--- src/rtl/psg_sched_pkg.sv ---
// Shared types and constants for the PSG mix scheduler.
//   sched_state_t : frame sequencer states
//   VOL_TABLE     : 4-bit volume code to unsigned 16-bit gain; roughly 3 dB
//                   per step, code 0 is silent and code 15 is 65535
//   sat_s16       : clamp a signed 24-bit value to the signed 16-bit range
package psg_sched_pkg;

  localparam int SAMPLE_W = 16;
  localparam int VOL_W    = 4;
  localparam int GAIN_W   = 16;
  localparam int PROD_W   = SAMPLE_W + GAIN_W + 1;

  typedef enum logic [2:0] {
    ST_IDLE = 3'd0,
    ST_WAIT = 3'd1,
    ST_MUL  = 3'd2,
    ST_ACC  = 3'd3,
    ST_OUT  = 3'd4
  } sched_state_t;

  // round(65535 * 10^(-(15-v)*3/20)) for v >= 1
  localparam logic [GAIN_W-1:0] VOL_TABLE [16] = '{
    16'd0,     16'd521,   16'd735,   16'd1039,
    16'd1467,  16'd2072,  16'd2927,  16'd4135,
    16'd5841,  16'd8250,  16'd11654, 16'd16462,
    16'd23253, 16'd32845, 16'd46395, 16'd65535
  };

  function automatic logic signed [SAMPLE_W-1:0] sat_s16(input logic signed [23:0] v);
    if (v > 24'sd32767)
      return 16'sh7FFF;
    else if (v < -24'sd32768)
      return 16'sh8000;
    else
      return v[SAMPLE_W-1:0];
  endfunction

endpackage

--- src/rtl/psg_vol_mul.sv ---
// Volume multiplier shared by all channels of the PSG mix scheduler.
// Looks up the gain for the 4-bit volume code and registers the signed
// operand times the unsigned gain; one cycle of latency, updated only when
// mul_en is high.
// Ports:
//   clk_27MHz, reset_n : clock, async active-low reset
//   mul_en             : load the product register this cycle
//   operand            : signed 16-bit channel value
//   vol                : 4-bit volume code
//   product            : registered signed 33-bit product
module psg_vol_mul
  import psg_sched_pkg::*;
(
  input  logic                     clk_27MHz,
  input  logic                     reset_n,
  input  logic                     mul_en,
  input  logic signed [SAMPLE_W-1:0] operand,
  input  logic [VOL_W-1:0]         vol,
  output logic signed [PROD_W-1:0] product
);

  logic [GAIN_W-1:0] gain;

  assign gain = VOL_TABLE[vol];

  // Zero-extend the gain so the multiply stays signed.
  always_ff @(posedge clk_27MHz or negedge reset_n) begin
    if (!reset_n)
      product <= '0;
    else if (mul_en)
      product <= operand * $signed({1'b0, gain});
  end

endmodule

--- src/rtl/psg_mix_scheduler.sv ---
// Per-sample sequencer for the 3-operator PSG audio path.
// A rising edge of clk_48kHz starts a frame: every channel generator is
// asked for one value over a req/ack handshake, each value is scaled by its
// volume through the shared psg_vol_mul, and the scaled values are summed,
// saturated and presented on sample with a one-cycle sample_valid pulse.
// Optional feature: define DC_BLOCK_EN to add a one-pole DC blocker after
// saturation (one extra cycle of latency; parameter DC_K sets the pole).
// Ports:
//   clk_27MHz, reset_n : clock, async active-low reset
//   clk_48kHz          : sample-rate square wave, same clock domain
//   enable             : allow new frames to start
//   ch_vol             : 4-bit volume per channel, ch i at [4i+3:4i]
//   ch_req / ch_ack    : one-hot request, per-channel ack (data valid with ack)
//   ch_data            : signed 16-bit value per channel, ch i at [16i+15:16i]
//   sample, sample_valid : mixed output and its update strobe
//   overrun, timeout_err : sticky error flags, cleared by err_clr
//
// state   | meaning
// --------+------------------------------------------------------------
// IDLE    | waiting for a strobe edge with enable high
// WAIT    | ch_req[ch_idx] high, waiting for ack or the wait timer
// MUL     | shared multiplier scales the captured operand
// ACC     | add the scaled term, move to the next channel or OUT
// OUT     | saturate the accumulator and update sample
module psg_mix_scheduler
  import psg_sched_pkg::*;
#(
  parameter int NUM_CH  = 3,
  parameter int TIMEOUT = 64,
  parameter int ACC_W   = 18
`ifdef DC_BLOCK_EN
  ,
  parameter int DC_K    = 10
`endif
)
(
  input  logic                   clk_27MHz,
  input  logic                   reset_n,
  input  logic                   clk_48kHz,
  input  logic                   enable,
  input  logic [4*NUM_CH-1:0]    ch_vol,
  output logic [NUM_CH-1:0]      ch_req,
  input  logic [NUM_CH-1:0]      ch_ack,
  input  logic [16*NUM_CH-1:0]   ch_data,
  output logic [15:0]            sample,
  output logic                   sample_valid,
  output logic                   overrun,
  output logic                   timeout_err,
  input  logic                   err_clr
);

  localparam int CH_W = (NUM_CH > 1) ? $clog2(NUM_CH) : 1;
  localparam int TO_W = (TIMEOUT > 1) ? $clog2(TIMEOUT) : 1;
  localparam logic [TO_W-1:0] TO_LOAD = TO_W'(TIMEOUT - 1);
  localparam logic [CH_W-1:0] LAST_CH = CH_W'(NUM_CH - 1);

  sched_state_t                state;
  logic [CH_W-1:0]             ch_idx;
  logic [TO_W-1:0]             wait_cnt;
  logic signed [SAMPLE_W-1:0]  operand;
  logic signed [ACC_W-1:0]     acc;
  logic signed [PROD_W-1:0]    product;
  logic signed [PROD_W-GAIN_W-1:0] term;
  logic signed [SAMPLE_W-1:0]  acc_sat;
  logic                        clk_48k_q;
  logic                        clk_48k_qq;
  logic                        edge_det;
  logic                        cur_ack;
  logic                        timeout_set;
  logic                        overrun_set;

  always_ff @(posedge clk_27MHz or negedge reset_n) begin
    if (!reset_n) begin
      clk_48k_q  <= 1'b0;
      clk_48k_qq <= 1'b0;
    end else begin
      clk_48k_q  <= clk_48kHz;
      clk_48k_qq <= clk_48k_q;
    end
  end

  assign edge_det    = clk_48k_q & ~clk_48k_qq;
  assign cur_ack     = ch_ack[ch_idx];
  assign timeout_set = (state == ST_WAIT) && !cur_ack && (wait_cnt == '0);
  assign overrun_set = edge_det && (state != ST_IDLE);

  // Floor of product / 2^16, i.e. the arithmetic shift by the gain width.
  assign term    = $signed(product[PROD_W-1:GAIN_W]);
  assign acc_sat = sat_s16(24'(acc));

  always_comb begin
    ch_req = '0;
    if (state == ST_WAIT)
      ch_req[ch_idx] = 1'b1;
  end

  always_ff @(posedge clk_27MHz or negedge reset_n) begin
    if (!reset_n) begin
      state    <= ST_IDLE;
      ch_idx   <= '0;
      wait_cnt <= '0;
      operand  <= '0;
      acc      <= '0;
    end else begin
      case (state)
        ST_IDLE: begin
          if (edge_det && enable) begin
            state    <= ST_WAIT;
            ch_idx   <= '0;
            wait_cnt <= TO_LOAD;
            acc      <= '0;
          end
        end
        ST_WAIT: begin
          if (cur_ack) begin
            operand <= ch_data[{ch_idx, 4'b0} +: 16];
            state   <= ST_MUL;
          end else if (wait_cnt == '0) begin
            operand <= '0;
            state   <= ST_MUL;
          end else begin
            wait_cnt <= wait_cnt - 1'b1;
          end
        end
        ST_MUL: state <= ST_ACC;
        ST_ACC: begin
          acc <= acc + ACC_W'(term);
          if (ch_idx == LAST_CH) begin
            state <= ST_OUT;
          end else begin
            ch_idx   <= ch_idx + 1'b1;
            wait_cnt <= TO_LOAD;
            state    <= ST_WAIT;
          end
        end
        ST_OUT:  state <= ST_IDLE;
        default: state <= ST_IDLE;
      endcase
    end
  end

  psg_vol_mul u_vol_mul (
    .clk_27MHz (clk_27MHz),
    .reset_n   (reset_n),
    .mul_en    (state == ST_MUL),
    .operand   (operand),
    .vol       (ch_vol[{ch_idx, 2'b0} +: 4]),
    .product   (product)
  );

  // Set has priority over err_clr in the same cycle.
  always_ff @(posedge clk_27MHz or negedge reset_n) begin
    if (!reset_n) begin
      overrun     <= 1'b0;
      timeout_err <= 1'b0;
    end else begin
      if (overrun_set)
        overrun <= 1'b1;
      else if (err_clr)
        overrun <= 1'b0;
      if (timeout_set)
        timeout_err <= 1'b1;
      else if (err_clr)
        timeout_err <= 1'b0;
    end
  end

`ifdef DC_BLOCK_EN
  logic signed [SAMPLE_W-1:0] x_cur;
  logic signed [SAMPLE_W-1:0] x_prev;
  logic signed [19:0]         y_prev;
  logic signed [21:0]         y_full;
  logic signed [19:0]         y_next;
  logic                       flt_go;

  // y = x - x_prev + y_prev - y_prev/2^DC_K, kept in a clamped 20-bit state
  assign y_full = 22'(x_cur) - 22'(x_prev) + 22'(y_prev) - 22'(y_prev >>> DC_K);

  always_comb begin
    y_next = y_full[19:0];
    if (y_full > 22'sd524287)
      y_next = 20'sh7FFFF;
    else if (y_full < -22'sd524288)
      y_next = 20'sh80000;
  end

  always_ff @(posedge clk_27MHz or negedge reset_n) begin
    if (!reset_n) begin
      x_cur        <= '0;
      x_prev       <= '0;
      y_prev       <= '0;
      flt_go       <= 1'b0;
      sample       <= '0;
      sample_valid <= 1'b0;
    end else begin
      flt_go       <= (state == ST_OUT);
      sample_valid <= flt_go;
      if (state == ST_OUT)
        x_cur <= acc_sat;
      if (flt_go) begin
        x_prev <= x_cur;
        y_prev <= y_next;
        sample <= sat_s16(24'(y_next));
      end
    end
  end
`else
  always_ff @(posedge clk_27MHz or negedge reset_n) begin
    if (!reset_n) begin
      sample       <= '0;
      sample_valid <= 1'b0;
    end else begin
      sample_valid <= (state == ST_OUT);
      if (state == ST_OUT)
        sample <= acc_sat;
    end
  end
`endif

endmodule

--- config.mk ---
export PLATFORM = sky130hd
export DESIGN_NAME = psg_mix_scheduler
export DESIGN_NICKNAME = d
export VERILOG_FILES = /design/src/rtl/psg_sched_pkg.sv /design/src/rtl/psg_vol_mul.sv /design/src/rtl/psg_mix_scheduler.sv
export SDC_FILE = /design/constraint.sdc
export NUM_CORES = 1
export LEC_CHECK = 0
export CAP_MARGIN = 30
export CORE_ASPECT_RATIO = 1.1
export CORE_MARGIN = 4
export CORE_UTILIZATION = 45
export CTS_CLUSTER_SIZE = 40
export DETAILED_ROUTE_END_ITERATION = 8
export PLACE_DENSITY = 0.7
export SETUP_SLACK_MARGIN = 0.2
export SLEW_MARGIN = 20
export SYNTH_ARGS = -nofsm -noshare
export SYNTH_HDL_FRONTEND = slang
export SYNTH_SLANG_ARGS = --single-unit
--- constraint.sdc ---
create_clock -name clk_27MHz -period 10.4 [get_ports clk_27MHz]
set_clock_uncertainty 0.05 [all_clocks]
set_input_delay 1.56 -clock clk_27MHz [delete_from_list [all_inputs] [get_ports clk_27MHz]]
set_output_delay 1.56 -clock clk_27MHz [all_outputs]
set_load 0.02 [all_outputs]
==> flow_metrics.py, run 1 <==
metrics = {
    "run_status": {
        "status": "finished, final reports clean",
    },
    "clock_network": {
        "clockBufferDepth": 2,
        "ctsHoldBuffers": 0,
        "clk_pin_slew_worst_paths_ns": 0.06,
        "cts_resized": 0,
        "clkSinkCount": 83,
        "cts_buffers": 9,
        "post_cts.repair.setup_buffers": 0,
        "clk_latency_ns": 0.35,
        "cts_htree_levels": 3,
        "cts_tree": "built",
        "cts-root-buf": "clkbuf_16",
    },
    "critical_path": {
        "cpMostUsedCell": "fa_1",
        "cp.depth": 26,
        "critical_path.max_stage_delay_ns": 0.72,
        "critPathBufInv": 5,
        "end_kind": "register",
        "ff2ff_path_depth": 25,
        "crit_path_top_delay_cell": "a22o_1",
        "arrival_ns": 9.59,
        "required_ns": 10.57,
        "cp_top_family": "adder cells",
        "cp-start-kind": "input port",
        "crit_type": "input port to register",
        "worstPathMaxFanout": 16,
    },
    "timing": {
        "layout_min_cycle_time_ns": 9.42,
        "finalSetupViolations": 0,
        "slew_violations": 0,
        "final.setup.tns_ns": 0,
        "hold_viol": 0,
        "timing.final.crit_share_pct": 90.6,
        "rsz0062_at_grt": "no",
        "worstMarginPinSlew_ns": 0.996,
        "fmax_ghz": 0.106,
        "relSlewSlack_pct": 33.4,
    },
    "logic_synthesis": {
        "ys_ff_latch": 83,
        "syn_nets": 1965,
        "synth_cell_types": 64,
        "synthArstFlopShare_pct": 100,
        "yosys_warnings": 0,
        "yosysSeqAreaShare_pct": 15.3,
        "syn_area_um2": 13500,
        "synth_flop_cell": "dfrtp_1",
        "syn_avg_cell_area_um2": 8.71,
        "synth_edf_count": 0,
        "synthCells": 1554,
    },
    "cells_and_area": {
        "final_cell_mix": "inv_1, nand2_1, fa_1",
        "layout-drive-gt1-share_pct": 4.14,
        "area_growth_pct": 12.0,
        "nNetsFinal": 2023,
        "antennaDiodeCount": 0,
        "final_common_cell": "inv_1",
    },
    "grt": {
        "grt_pass1_vias": 10800,
        "grtUsageTotal_pct": 21.7,
        "grt_pass1_wl_um": 57600,
        "grt_overflow": 0,
        "grt_max_degree": 54,
        "antenna_found_initial": 0,
    },
    "routing": {
        "via_per_inst": 5.44,
        "vias": 10800,
        "first_pass_iters": 5,
        "drt_iter0_drc": 745,
        "postRouteAntennaNets": 0,
        "post-route-drc-count": 0,
        "routed_wl_um": 35200,
        "routed_wire_length_per_instance_um": 17.7,
    },
    "placement": {
        "place_congestion": 0.924,
        "io_buffers": 89,
        "hpwl_um": 26700,
    },
    "die": {
        "die_w_um": 173,
        "core.rowCount": 66,
        "fp.dieArea_um2": 32900,
        "core_um2": 29600,
        "die_h_um": 190,
        "io_pins": 90,
        "start_util_pct": 45.6,
    },
    "hold_path": {
        "hold_depth": 0,
        "hold_path_class": "register to register",
    },
    "job": {
        "cap_violations": 0,
    },
}
## routing by layer
layer,up-vias,track usage (%),wire (um)
met5,-,0,0
met4,0,3.16,537
met3,50,4.07,2820
met2,374,36.6,16800
met1,5357,29.9,15100
li1,5045,-,-
## stage by stage
stage	hold WS [ns]	instance area (um2)	setup slack, ns	cells	utilization, %
6_report	0.342	15200	0.976	1991	51.1
3_5_place_dp	0.331	14900	0.620	1974	50.2
2_1_floorplan	0.304	13500	1.72	1554	-
5_1_grt	0.357	15200	0.533	1991	51.1
3_3_place_gp	0.325	14800	0.811	1973	50.1
4_1_cts	0.346	15100	0.991	1990	51.1
## registers in the layout, indices dropped and copies added (netlist names)
register           cells
timeout_err            1
state                  3
wait_cnt               6
ch_idx                 2
overrun                1
clk_48k_qq             1
acc                   18
sample_valid           1
sample                16
clk_48k_q              1
u_vol_mul.product     17
operand               16
## synthesized netlist by cell type (all sizes together) (3+ instances only)
cell	n	share of area, %
inv	250	6.9
nand2	247	6.9
fa	194	29
ha	149	14
and2	126	5.8
o21ai	97	3.6
dfrtp	83	15
nor2	79	2.2
clkbuf	58	1.6
a21oi	42	1.6
xnor2	27	1.7
a22o	23	1.5
mux2i	20	1.5
a21o	15	0.83
buf	11	0.36
nand3	11	0.41
a211oi	10	0.76
xor2	9	0.58
nor3	8	0.30
a31oi	7	0.43
o211ai	7	0.39
o21bai	7	0.39
mux2	6	0.50
o21a	6	0.33
nor3b	5	0.28
or2	5	0.23
nand4	4	0.18
o31ai	4	0.22
a22oi	3	0.24
and3	3	0.14
nand2b	3	0.14
nor2b	3	0.14
o22ai	3	0.14
o311ai	3	0.19
## worst register-to-register path: cells and delay by family, from the launching register on
kind	cells	cell delay (ns)
adders and majority gates	8	3.80
AOI/OAI and AO/OA	9	2.66
DFF	1	0.82
and+or+nand+nor	2	0.45
muxes	1	0.44
buffers and inverters	4	0.31
xor gates and xnor gates	1	0.13
## cell type report
class / instances / area [um2]
inverter: 250 / 938
multi-input combinational: 1152 / 10300
clock buffer: 10 / 229
clock inverter: 6 / 48.8
fill: 2758 / 14500
timing repair buffer: 116 / 1130
tap: 374 / 468
sequential: 83 / 2080
## path summary, 6_finish.rpt
path	to	from	slack, ns
hold / removal	clk_48k_qq$_DFF_PN0_	clk_48k_q$_DFF_PN0_	0.34
setup / recovery	u_vol_mul.product[32]$_DFFE_PN0P_	ch_vol[5]	0.98
setup reg to reg	u_vol_mul.product[32]$_DFFE_PN0P_	ch_idx[0]$_DFFE_PN0P_	1.60
max in group asynchronous	sample[7]$_DFFE_PN0P_	reset_n	8.60
min in group asynchronous	u_vol_mul.product[28]$_DFFE_PN0P_	reset_n	1.10
hold reg to reg	clk_48k_qq$_DFF_PN0_	clk_48k_q$_DFF_PN0_	0.34
## cells by family (layout without fill, tap and decap cells)
| logic type | count (synthesis) | count (layout) | synth area share, % |
|---|---|---|---|
| and+or+nand+nor | 503 | 503 | 17.2 |
| xor gates and xnor gates | 36 | 36 | 2.33 |
| AOI/OAI and AO/OA | 244 | 244 | 11.8 |
| adders and majority gates | 343 | 343 | 42.5 |
| muxes | 26 | 26 | 1.98 |
| buffers and inverters | 319 | 382 | 8.90 |
| DFF | 83 | 83 | 15.3 |
Power of run 1 is not shown: default switching activity piles up to over one toggle a cycle in this logic, so the estimate is an artifact.
==> inputs of run 2 (changes only) <==
--- a/config.mk
+++ b/config.mk
@@ -8,10 +8,10 @@
 export CAP_MARGIN = 30
 export CORE_ASPECT_RATIO = 1.1
 export CORE_MARGIN = 4
-export CORE_UTILIZATION = 45
+export CORE_UTILIZATION = 60
 export CTS_CLUSTER_SIZE = 40
 export DETAILED_ROUTE_END_ITERATION = 8
-export PLACE_DENSITY = 0.7
+export PLACE_DENSITY = 0.88
 export SETUP_SLACK_MARGIN = 0.2
 export SLEW_MARGIN = 20
 export SYNTH_ARGS = -nofsm -noshare
==> run 2 against run 1 <==
Critical path depth unchanged. Flip-flop and latch count unchanged. Highest routed layer unchanged. Critical path type unchanged. Via count increased by 4.6%. Setup slack got worse by 0.091 ns. First-iteration DRC count increased by 3.9%. Largest cell class unchanged. Register-to-register slack got worse by 0.20 ns.
==> flow_metrics.py, run 2 (same netlist as run 1, synthesis figures left out) <==
metrics = {
    "timing": {
        "layout_min_cycle_time_ns": 9.52,
        "fmax_ghz": 0.105,
        "timing.final.crit_share_pct": 91.5,
        "hold_viol": 0,
        "worstMarginPinSlew_ns": 0.936,
        "slew_violations": 0,
        "final.setup.tns_ns": 0,
        "finalSetupViolations": 0,
        "relSlewSlack_pct": 37.6,
        "rsz0062_at_grt": "no",
        "finalWorstSetupSlack_ns": 0.884,
    },
    "cells_and_area": {
        "area_growth_pct": 11.7,
        "largest_reg_flops": 18,
        "layout-drive-gt1-share_pct": 4.26,
        "final_cell_mix": "inv_1, nand2_1, fa_1",
        "final_area_um2": 15100,
        "nNetsFinal": 2025,
        "top_regs": "acc x18, u_vol_mul.product x17",
        "final_common_cell": "inv_1",
        "antennaDiodeCount": 0,
        "top_register": "acc",
    },
    "routing": {
        "routed_wire_length_per_instance_um": 18.3,
        "first_pass_iters": 5,
        "vias": 11300,
        "via_per_inst": 5.91,
        "routed_wl_um": 35000,
        "postRouteAntennaNets": 0,
        "drt_iter0_drc": 774,
        "post-route-drc-count": 0,
    },
    "die": {
        "die_h_um": 166,
        "core.rowCount": 57,
        "die_w_um": 151,
        "io_pins": 90,
        "fp.dieArea_um2": 25000,
        "start_util_pct": 61.2,
        "core_um2": 22100,
    },
    "grt": {
        "antenna_found_initial": 0,
        "grt_pass1_wl_um": 57400,
        "grt_max_degree": 61,
        "grtUsageTotal_pct": 28.8,
        "grt_overflow": 0,
        "grt_pass1_vias": 12000,
    },
    "clock_network": {
        "ctsHoldBuffers": 0,
        "clk_pin_slew_worst_paths_ns": 0.07,
        "cts-root-buf": "clkbuf_16",
        "cts_buffers": 9,
        "clk_latency_ns": 0.34,
        "cts_tree": "built",
        "cts_htree_levels": 3,
        "post_cts.repair.setup_buffers": 0,
        "clockBufferDepth": 2,
        "cts_resized": 0,
        "clkSinkCount": 83,
    },
    "critical_path": {
        "r2r_end": "u_vol_mul.product[32]$_DFFE_PN0P_",
        "cp-start-kind": "input port",
        "rr_startpoint": "ch_idx[0]$_DFFE_PN0P_",
        "ff2ff_setup_slack_ns": 1.40,
        "arrival_ns": 9.67,
        "crit_path_top_delay_cell": "a22o_1",
        "end_kind": "register",
        "cpMostUsedCell": "fa_1",
        "crit_type": "input port to register",
        "critical_path.max_stage_delay_ns": 0.71,
        "ff2ff_path_depth": 25,
        "worstPathMaxFanout": 17,
        "required_ns": 10.56,
    },
    "job": {
        "cap_violations": 0,
    },
    "hold_path": {
        "min_to": "clk_48k_qq$_DFF_PN0_",
        "min_from": "clk_48k_q$_DFF_PN0_",
        "hold_path_class": "register to register",
        "hold_depth": 0,
    },
    "placement": {
        "pre_cts_slack_ns": 0.747,
        "io_buffers": 89,
        "dpl-instance-area_um2": 14800,
        "place_congestion": 0.945,
        "hpwl_um": 26900,
    },
    "run_status": {
        "status": "finished, final reports clean",
    },
}
## run 2: cell count changes in the layout (fill, tap and decap cells not counted), sizes merged
cell and change:
clkbuf -1, inv +2, clkinvlp -3, bufinv +2
buf +2
## run 2: worst max-delay path by stage
stage / start / end / slack (ns) / cells after the start
floorplan: ch_vol[4] / u_vol_mul.product[25]$_DFFE_PN0P_ / 1.72 / 27
global placement: ch_vol[6] / u_vol_mul.product[32]$_DFFE_PN0P_ / 0.90 / 26
detailed placement: ch_vol[6] / u_vol_mul.product[32]$_DFFE_PN0P_ / 0.75 / 26
CTS: ch_vol[6] / u_vol_mul.product[25]$_DFFE_PN0P_ / 1.06 / 26
global route: ch_vol[6] / u_vol_mul.product[32]$_DFFE_PN0P_ / 0.57 / 26
finish: ch_vol[6] / u_vol_mul.product[32]$_DFFE_PN0P_ / 0.88 / 26
## run 2: area by class of cell
class,instances,area (um2)
Clock buffer,9,225
Clock inverter,7,106
Fill cell,1592,6990
Inverter,250,938
Multi-Input combinational cell,1152,10300
Sequential cell,83,2080
Tap cell,295,369
Timing Repair Buffer,118,1150
## run 2: worst max-delay path, delay by kind of cell
family / cells / cell delay [ns]
buf+inv: 5 / 0.76
simple gates: 3 / 0.69
mux: 1 / 0.30
compound gates: 9 / 2.78
xor+xnor: 1 / 0.14
fa+ha+maj: 7 / 3.43
## run 2: per-stage QoR
step / std cells / utilization (%) / hold slack [ns]
floorplan: 1554 / - / 0.304
global placement: 1895 / 66.6 / 0.309
detailed placement: 1897 / 66.7 / 0.310
CTS: 1913 / 68.2 / 0.325
global route: 1914 / 68.4 / 0.341
finish: 1914 / 68.4 / 0.333
## run 2: per-layer routing
metal  global-route usage, %  up-vias  wire [um]
met2                    48.8      551      17000
met4                    12.7        0       1460
met5                       0        -          0
met1                    35.4     5581      13000
met3                    6.25      133       3450
li1                        -     5055          -
Power of run 2 is left out for the same reason.
==> inputs of run 3 (changes only) <==
--- a/config.mk
+++ b/config.mk
@@ -5,11 +5,10 @@
 export SDC_FILE = /design/constraint.sdc
 export NUM_CORES = 1
 export LEC_CHECK = 0
-export CAP_MARGIN = 30
+export CAP_MARGIN = 20
 export CORE_ASPECT_RATIO = 1.1
 export CORE_MARGIN = 4
 export CORE_UTILIZATION = 60
-export CTS_CLUSTER_SIZE = 40
 export DETAILED_ROUTE_END_ITERATION = 8
 export PLACE_DENSITY = 0.88
 export SETUP_SLACK_MARGIN = 0.2
==> run 3 against run 2 <==
Global-route usage shrank 0.47 points. Cell count fell by 0.16%. Maximum frequency rose by 1.1%.
==> flow_metrics.py, run 3 (same netlist as run 1, synthesis figures left out) <==
metrics = {
    "timing": {
        "hold_viol": 0,
        "layout_min_cycle_time_ns": 9.41,
        "worstMarginPinSlew_ns": 0.960,
        "relSlewSlack_pct": 36.0,
        "rsz0062_at_grt": "no",
        "finalWorstSetupSlack_ns": 0.989,
        "hold_ws_ns": 0.324,
        "timing.final.crit_share_pct": 90.5,
        "final.setup.tns_ns": 0,
        "slew_violations": 0,
        "fmax_ghz": 0.106,
        "finalSetupViolations": 0,
    },
    "job": {
        "cap_violations": 0,
    },
    "cells_and_area": {
        "top_regs": "acc x18, u_vol_mul.product x17",
        "layout-drive-gt1-share_pct": 4.15,
        "nNetsFinal": 2022,
        "antennaDiodeCount": 0,
        "final_common_cell": "inv_1",
        "final_cell_mix": "inv_1, nand2_1, fa_1",
        "utilization_pct": 67.9,
        "largest_reg_flops": 18,
        "area_growth_pct": 10.9,
        "top_register": "acc",
    },
    "grt": {
        "grt_pass1_wl_um": 56300,
        "grt_max_degree": 84,
        "antenna_found_initial": 1,
        "grt_pass1_vias": 11800,
        "grtUsageTotal_pct": 28.3,
        "grt_overflow": 0,
    },
    "placement": {
        "place_congestion": 0.945,
        "io_buffers": 89,
        "pre_cts_slack_ns": 0.776,
        "hpwl_um": 26600,
    },
    "routing": {
        "post-route-drc-count": 0,
        "routed_wl_um": 34200,
        "first_pass_iters": 8,
        "postRouteAntennaNets": 0,
        "via_per_inst": 5.84,
        "vias": 11200,
        "routed_wire_length_per_instance_um": 17.9,
        "drt_iter0_drc": 733,
    },
    "clock_network": {
        "post_cts.repair.setup_buffers": 0,
        "cts_tree": "built",
        "clockBufferDepth": 2,
        "cts_resized": 0,
        "clk_pin_slew_worst_paths_ns": 0.07,
        "ctsHoldBuffers": 0,
        "cts-root-buf": "clkbuf_16",
        "cts_buffers": 9,
        "clkSinkCount": 83,
        "cts_htree_levels": 3,
        "clk_latency_ns": 0.34,
    },
    "critical_path": {
        "end_kind": "register",
        "critical_path.max_stage_delay_ns": 0.71,
        "crit_path_top_delay_cell": "a22o_1",
        "arrival_ns": 9.57,
        "worstPathMaxFanout": 17,
        "cpMostUsedCell": "fa_1",
        "crit_type": "input port to register",
        "cp-start-kind": "input port",
        "required_ns": 10.56,
    },
    "run_status": {
        "status": "finished, final reports clean",
    },
    "die": {
        "start_util_pct": 61.2,
        "die_h_um": 166,
        "die_w_um": 151,
        "core.rowCount": 57,
        "io_pins": 90,
        "fp.dieArea_um2": 25000,
        "core_um2": 22100,
    },
    "hold_path": {
        "hold_path_class": "register to register",
    },
}
==> run 3: cell count changes in the layout (fill, tap and decap cells not counted), sizes merged <==
cell / previous run / this run
clkinv: 1 / 2
bufinv: 2 / 0
buf: 30 / 27
clkinvlp: 0 / 1
==> run 3: through the flow <==
step | area (um2) | std cells
finish | 15000 | 1911
global route | 15000 | 1911
CTS | 15000 | 1911
detailed placement | 14700 | 1895
global placement | 14700 | 1895
floorplan | 13500 | 1554
==> run 3: metal layers <==
metal	routed length [um]	track usage, %
met5	35	0
met4	1420	11.9
met3	3380	5.87
met2	16500	47.7
met1	12900	35.5
==> run 3: layout make-up <==
type,count,area (um2)
sequential,83,2080
timing repair buffer,115,1090
tap,295,369
clock buffer,9,225
multi-input combinational,1152,10300
inverter,250,938
fill,1598,7100
clock inverter,7,58.8
==> run 3: worst max-delay path: cells and delay by family <==
kind | cells | cell delay [ns]
buf+inv | 5 | 0.75
mux | 1 | 0.29
compound gates | 9 | 2.70
xor+xnor | 1 | 0.15
fa+ha+maj | 7 | 3.44
simple gates | 3 | 0.67
==> run 3: worst paths after layout <==
path,from,endpoint,slack [ns],depth (start not counted)
max,ch_vol[6],u_vol_mul.product[32]$_DFFE_PN0P_,0.99,26
min,clk_48k_q$_DFF_PN0_,clk_48k_qq$_DFF_PN0_,0.32,0
max reg2reg,ch_idx[0]$_DFFE_PN0P_,u_vol_mul.product[32]$_DFFE_PN0P_,1.52,25
min reg2reg,clk_48k_q$_DFF_PN0_,clk_48k_qq$_DFF_PN0_,0.32,0
max in group asynchronous,reset_n,operand[0]$_DFFE_PN0P_,8.59,1
min in group asynchronous,reset_n,acc[14]$_DFFE_PN0P_,1.23,1
Power of run 3 is left out for the same reason.
